[src/rtl/signed_result_formatter_if.sv]
// signed_result_formatter_if: start/operand request and formatted-result bundle.
interface signed_result_formatter_if #(
  parameter int MAG_WIDTH = 16,
  parameter int DIGITS = 5
);
  logic start;
  logic [MAG_WIDTH-1:0] magnitude;
  logic negative_flag;
  logic busy;
  logic done;
  logic sign_out;
  logic [MAG_WIDTH:0] signed_product;
  logic [DIGITS*4-1:0] bcd;
  modport master (
    output start, magnitude, negative_flag,
    input busy, done, sign_out, signed_product, bcd
  );
  modport slave (
    input start, magnitude, negative_flag,
    output busy, done, sign_out, signed_product, bcd
  );
endinterface

[src/rtl/signed_result_formatter.sv]
// signed_result_formatter: serial double-dabble BCD of a product magnitude plus signed two's-complement form.
module signed_result_formatter #(
  parameter int MAG_WIDTH = 16,
  parameter int DIGITS = 5
) (
  input logic clk,
  input logic rst,
  signed_result_formatter_if.slave bus
);
  localparam int CW = $clog2(MAG_WIDTH + 1);
  typedef enum logic [1:0] {IDLE, SHIFT, DONE} state_t;
  state_t state;
  logic [CW-1:0] count;
  logic [MAG_WIDTH-1:0] magReg, magHold;
  logic negHold, showMinus;
  logic [DIGITS*4-1:0] scratch, adjusted;
  always_comb begin
    adjusted = scratch;
    for (int i = 0; i < DIGITS; i++)
      adjusted[i*4+:4] = scratch[i*4+:4] >= 4'd5 ? scratch[i*4+:4] + 4'd3 : scratch[i*4+:4];
  end
  // zero magnitude never shows a minus sign
  assign showMinus = negHold && |magHold;
  always_ff @(posedge clk) begin
    if (rst) begin
      state <= IDLE;
      count <= '0;
      magReg <= '0;
      magHold <= '0;
      negHold <= 1'b0;
      scratch <= '0;
      bus.busy <= 1'b0;
      bus.done <= 1'b0;
      bus.sign_out <= 1'b0;
      bus.signed_product <= '0;
      bus.bcd <= '0;
    end else begin
      bus.done <= 1'b0;
      case (state)
        IDLE: if (bus.start) begin
          magReg <= bus.magnitude;
          magHold <= bus.magnitude;
          negHold <= bus.negative_flag;
          scratch <= '0;
          count <= CW'(MAG_WIDTH);
          bus.busy <= 1'b1;
          state <= SHIFT;
        end
        SHIFT: if (count == '0) begin
          bus.done <= 1'b1;
          bus.bcd <= scratch;
          bus.sign_out <= showMinus;
          bus.signed_product <= showMinus ? ~{1'b0, magHold} + (MAG_WIDTH+1)'(1) : {1'b0, magHold};
          state <= DONE;
        end else begin
          {scratch, magReg} <= {adjusted, magReg} << 1;
          count <= count - CW'(1);
        end
        DONE: begin
          bus.busy <= 1'b0;
          state <= IDLE;
        end
        default: state <= IDLE;
      endcase
    end
  end
endmodule

[src/flat_wrapper.sv]
// flat-port wrapper written by rule: the top's interface ports become plain ports
module signed_result_formatter_flat 
#(
  parameter int MAG_WIDTH = 16,
  parameter int DIGITS = 5
)
  (clk, rst, bus_start, bus_magnitude, bus_negative_flag, bus_busy, bus_done, bus_sign_out, bus_signed_product, bus_bcd);
  signed_result_formatter_if #(.MAG_WIDTH(MAG_WIDTH), .DIGITS(DIGITS)) bus_i ();
  input logic clk;
  input logic rst;
  input wire logic [$bits(bus_i.start)-1:0] bus_start;
  input wire logic [$bits(bus_i.magnitude)-1:0] bus_magnitude;
  input wire logic [$bits(bus_i.negative_flag)-1:0] bus_negative_flag;
  output wire logic [$bits(bus_i.busy)-1:0] bus_busy;
  output wire logic [$bits(bus_i.done)-1:0] bus_done;
  output wire logic [$bits(bus_i.sign_out)-1:0] bus_sign_out;
  output wire logic [$bits(bus_i.signed_product)-1:0] bus_signed_product;
  output wire logic [$bits(bus_i.bcd)-1:0] bus_bcd;
  assign bus_i.start = bus_start;
  assign bus_i.magnitude = bus_magnitude;
  assign bus_i.negative_flag = bus_negative_flag;
  assign bus_busy = bus_i.busy;
  assign bus_done = bus_i.done;
  assign bus_sign_out = bus_i.sign_out;
  assign bus_signed_product = bus_i.signed_product;
  assign bus_bcd = bus_i.bcd;
  signed_result_formatter #(.MAG_WIDTH(MAG_WIDTH), .DIGITS(DIGITS)) u_core (.clk(clk), .rst(rst), .bus(bus_i));
endmodule
[config.mk]
export PLATFORM = sky130hd
export DESIGN_NAME = signed_result_formatter_flat
export DESIGN_NICKNAME = d
export VERILOG_FILES = /design/src/rtl/signed_result_formatter_if.sv /design/src/rtl/signed_result_formatter.sv /design/src/flat_wrapper.sv
export SDC_FILE = /design/constraint.sdc
export NUM_CORES = 1
export LEC_CHECK = 0
export ABC_CLOCK_PERIOD_IN_PS = 5000
export CORE_AREA = 8 8 105 88
export DETAILED_ROUTE_END_ITERATION = 8
export DIE_AREA = 0 0 113 96
export PLACE_DENSITY = 0.8
export SLEW_MARGIN = 15
export SYNTH_ARGS = -nofsm -noshare
export SYNTH_HDL_FRONTEND = slang
export SYNTH_SLANG_ARGS = --single-unit
[constraint.sdc]
create_clock -name clk -period 5 [get_ports clk]
set_input_delay 1 -clock clk [delete_from_list [all_inputs] [get_ports clk]]
set_output_delay 1 -clock clk [all_outputs]
set_load 0.02 [all_outputs]
==> impl_metrics.ini <==
[synth]
ys_warn_count = 0
ys_async_sr_fraction = 0
ys.flop_type = dfxtp_1
synthTopCellsByArea = dfxtp_1 (46%), nand2_1 (10%), a21oi_1 (6.7%), o21ai_0 (3.8%), ha_1 (3.5%)
synth_edf_count = 0
ys_seq_elements = 99
synth.top_cell.area_share = 0.4562
synth_cell_type_count = 40
syn_area_um2 = 4344
synthCells = 525
seq_area_frac_synth = 0.4562
syn_area_per_cell_um2 = 8.275
synth.most_common_cell = nand2_1
synth_area_leader_cell = dfxtp_1
synth_top_cells_by_count = nand2_1 (117), dfxtp_1 (99), a21oi_1 (58)
syn-num-nets = 557

[power]
internal_power_uw = 1299
irDropWorstVdd_uv = 210.7
p_per_area_nw_per_um2 = 350.1
p_comb_frac = 0.171
power.leakage_uw = 0.001908
seq_power_share = 0.486
p_sw_frac = 0.2832
finalPower_uw = 1812
power_switching_uw = 513.2
clkPwrFrac = 0.342

[global_routing]
grt_pass1_wl_mm = 16.50
grt_pass1_vias = 3337
grt_max_degree = 69
gr-total-overflow = 0
antenna_found_initial = 0
grt_usage = 0.1839

[clock_network]
cts_resized = 0
root_buffer = clkbuf_8
clkSinkCount = 99
cts_buffers = 9
worstSkewPairLatency_ps = 350
ctsHoldBuffers = 0
cts_tree = built
cts-htree-levels = 3
cts_setup_buffers = 0
cts_buffer_depth = 2
cts.clk_slew.worst_paths_ps = 100

[place]
placed_cells_incl_taps = 647
gp_congestion = 0.8362
dp_hpwl_mm = 6.907
numPortBuffers = 59
dpl_cell_area_um2 = 4931

[worst_setup_path]
worstRegToRegCells = 7
critPathLaunchType = primary input
critical_path_required_ps = 5280
cp.buffers_inverters = 1
crit_cells = 5
cp_cell_sequence = clkdlybuf4s50_1 -> nand3_1 -> nand2_1 -> nand2b_1 -> o21ai_0
max_stage_delay_ps = 580
worstPathArrival_ps = 3170
end_kind = flop
slowest_stage = nand3_1
crit_family = simple AND/OR/NAND/NOR gates
crit_type = in -> reg
crit_fanout = 21

[floorplan]
dieArea_um2 = 10850
fp.dieW_um = 113
coreArea_um2 = 7620
die_height_um = 96
num_rows = 29
io_pins = 60
start_util = 0.5701

[drt]
drtAntennaViolNets = 0
drtIter0Drc = 234
firstDrtPassIters = 4
drc = 0
wire_per_inst_um = 14.66
drt_wl_total_mm = 9.720
vias = 3627
vias_per_cell = 5.471

[sta]
slew_viol_final = 0
rsz0062_at_grt = false
finalCritPeriodShare = 0.5784
setup_tns_ps = 0
hold_viol_final = 0
finalCriticalPeriod_ps = 2892
slew_headroom = 0.2436
setup_viol = 0
max_freq_mhz = 345.8
tightest_slew_ps = 1135
skew_ps = 6.379

[finish]
finalNetCount = 597
nFillCells = 648
fin_area_um2 = 5176
diodes = 0
syn_to_final_growth_pct = 19.15
fin_cells = 663
drive_above_1_share = 0.05614

[worst_hold_path]
hp-class = reg -> reg
holdPathStages = 2

[status]
status = completed

[job]
cap_violations = 0
metal layers:
| layer | share of wire | wire length [µm] | GRT usage | vias to the layer above |
|---|---|---|---|---|
| met2 | 0.44 | 4238 | 0.2799 | 103 |
| li1 | - | - | - | 1863 |
| met4 | 0.0080 | 78 | 0.04535 | 0 |
| met3 | 0.066 | 637 | 0.04890 | 7 |
| met5 | 0 | 0 | 0 | - |
| met1 | 0.49 | 4766 | 0.2544 | 1654 |
flip-flops by register name, summed over array words and instances, names as in the netlist:
register,count
u_core.bus.bcd,20
u_core.scratch,20
u_core.bus.signed_product,17
u_core.magHold,16
u_core.magReg,16
u_core.count,5
u_core.state,2
u_core.bus.busy,1
u_core.bus.done,1
u_core.negHold,1
worst min-delay path, stage by stage, from the launching register on:
cell	delay (ps)
dfxtp_1	320
nand2_1	50
a21oi_1	50
placed cells by master (no fill, tap or decap), types with 4 or more instances in the layout:
| cell | synthesis | routed |
|---|---|---|
| nand2b_1 | 7 | 7 |
| o31ai_1 | 4 | 4 |
| a211oi_1 | 11 | 11 |
| clkbuf_8 | 0 | 9 |
| mux2i_1 | 15 | 15 |
| xor2_1 | 10 | 10 |
| nand2_1 | 117 | 117 |
| a22o_1 | 5 | 5 |
| inv_1 | 19 | 19 |
| xnor2_1 | 8 | 8 |
| nor2_1 | 37 | 36 |
| a21oi_1 | 58 | 58 |
| dfxtp_1 | 99 | 99 |
| clkdlybuf4s50_1 | 0 | 58 |
| o22a_1 | 4 | 4 |
| nand3_1 | 7 | 7 |
| o21ai_0 | 33 | 33 |
| or3_1 | 9 | 9 |
| a311oi_2 | 4 | 4 |
| nor3_1 | 7 | 6 |
| ha_1 | 12 | 12 |
through the flow:
stage                       util  hold slack, ps  setup slack, ps
after global routing      0.6793           477.4             1860
final                     0.6793           457.3             2108
after CTS                 0.6793           458.9             2156
after global placement    0.6471           432.8             1908
after floorplan                -           424.4             2900
after detailed placement  0.6471           442.3             1809
cells by family (layout without fill, tap and decap cells):
logic type,count (synthesis),in the layout,share of synthesized area
muxes,15,15,0.03456
AOI/OAI and AO/OA,132,132,0.1901
DFF,99,99,0.4562
and+or+nand+nor,198,198,0.1990
buffers and inverters,51,96,0.04925
xor gates and xnor gates,18,18,0.03629
adders and majority gates,12,12,0.03456
final cells by class:
type	instances	area (µm²)	share of cell area
Timing Repair Buffer	61	600.6	0.1160
Clock buffer	9	123.9	0.02393
Inverter	19	71.32	0.01378
Multi-Input combinational cell	375	2161	0.4175
Clock inverter	7	121.4	0.02345
Sequential cell	99	1982	0.3829
Tap cell	93	116.4	0.02248
worst paths after layout:
| path | start | endpoint | slack, ps |
|---|---|---|---|
| worst max-delay path | bus_start | u_core.magReg[6]$_SDFFE_PP0P_ | 2110 |
| worst min-delay path | u_core.bus.bcd[17]$_SDFFE_PP0P_ | u_core.bus.bcd[17]$_SDFFE_PP0P_ | 460 |
| worst max register to register | u_core.magHold[0]$_SDFFE_PP0P_ | u_core.bus.signed_product[13]$_SDFFE_PP0P_ | 2420 |
| worst min register to register | u_core.bus.bcd[17]$_SDFFE_PP0P_ | u_core.bus.bcd[17]$_SDFFE_PP0P_ | 460 |
power groups by stage:
| stage | logic (µW) | registers, µW | clock network, µW |
|---|---|---|---|
| 2_1_floorplan | 203 | 908 | 0 |
| 3_3_place_gp | 303 | 896 | 0 |
| 3_5_place_dp | 311 | 899 | 0 |
| 4_1_cts | 312 | 881 | 626 |
| 5_1_grt | 343 | 889 | 663 |
| 6_report | 310 | 881 | 620 |
Note: power is estimated with default switching activity, not from simulation.
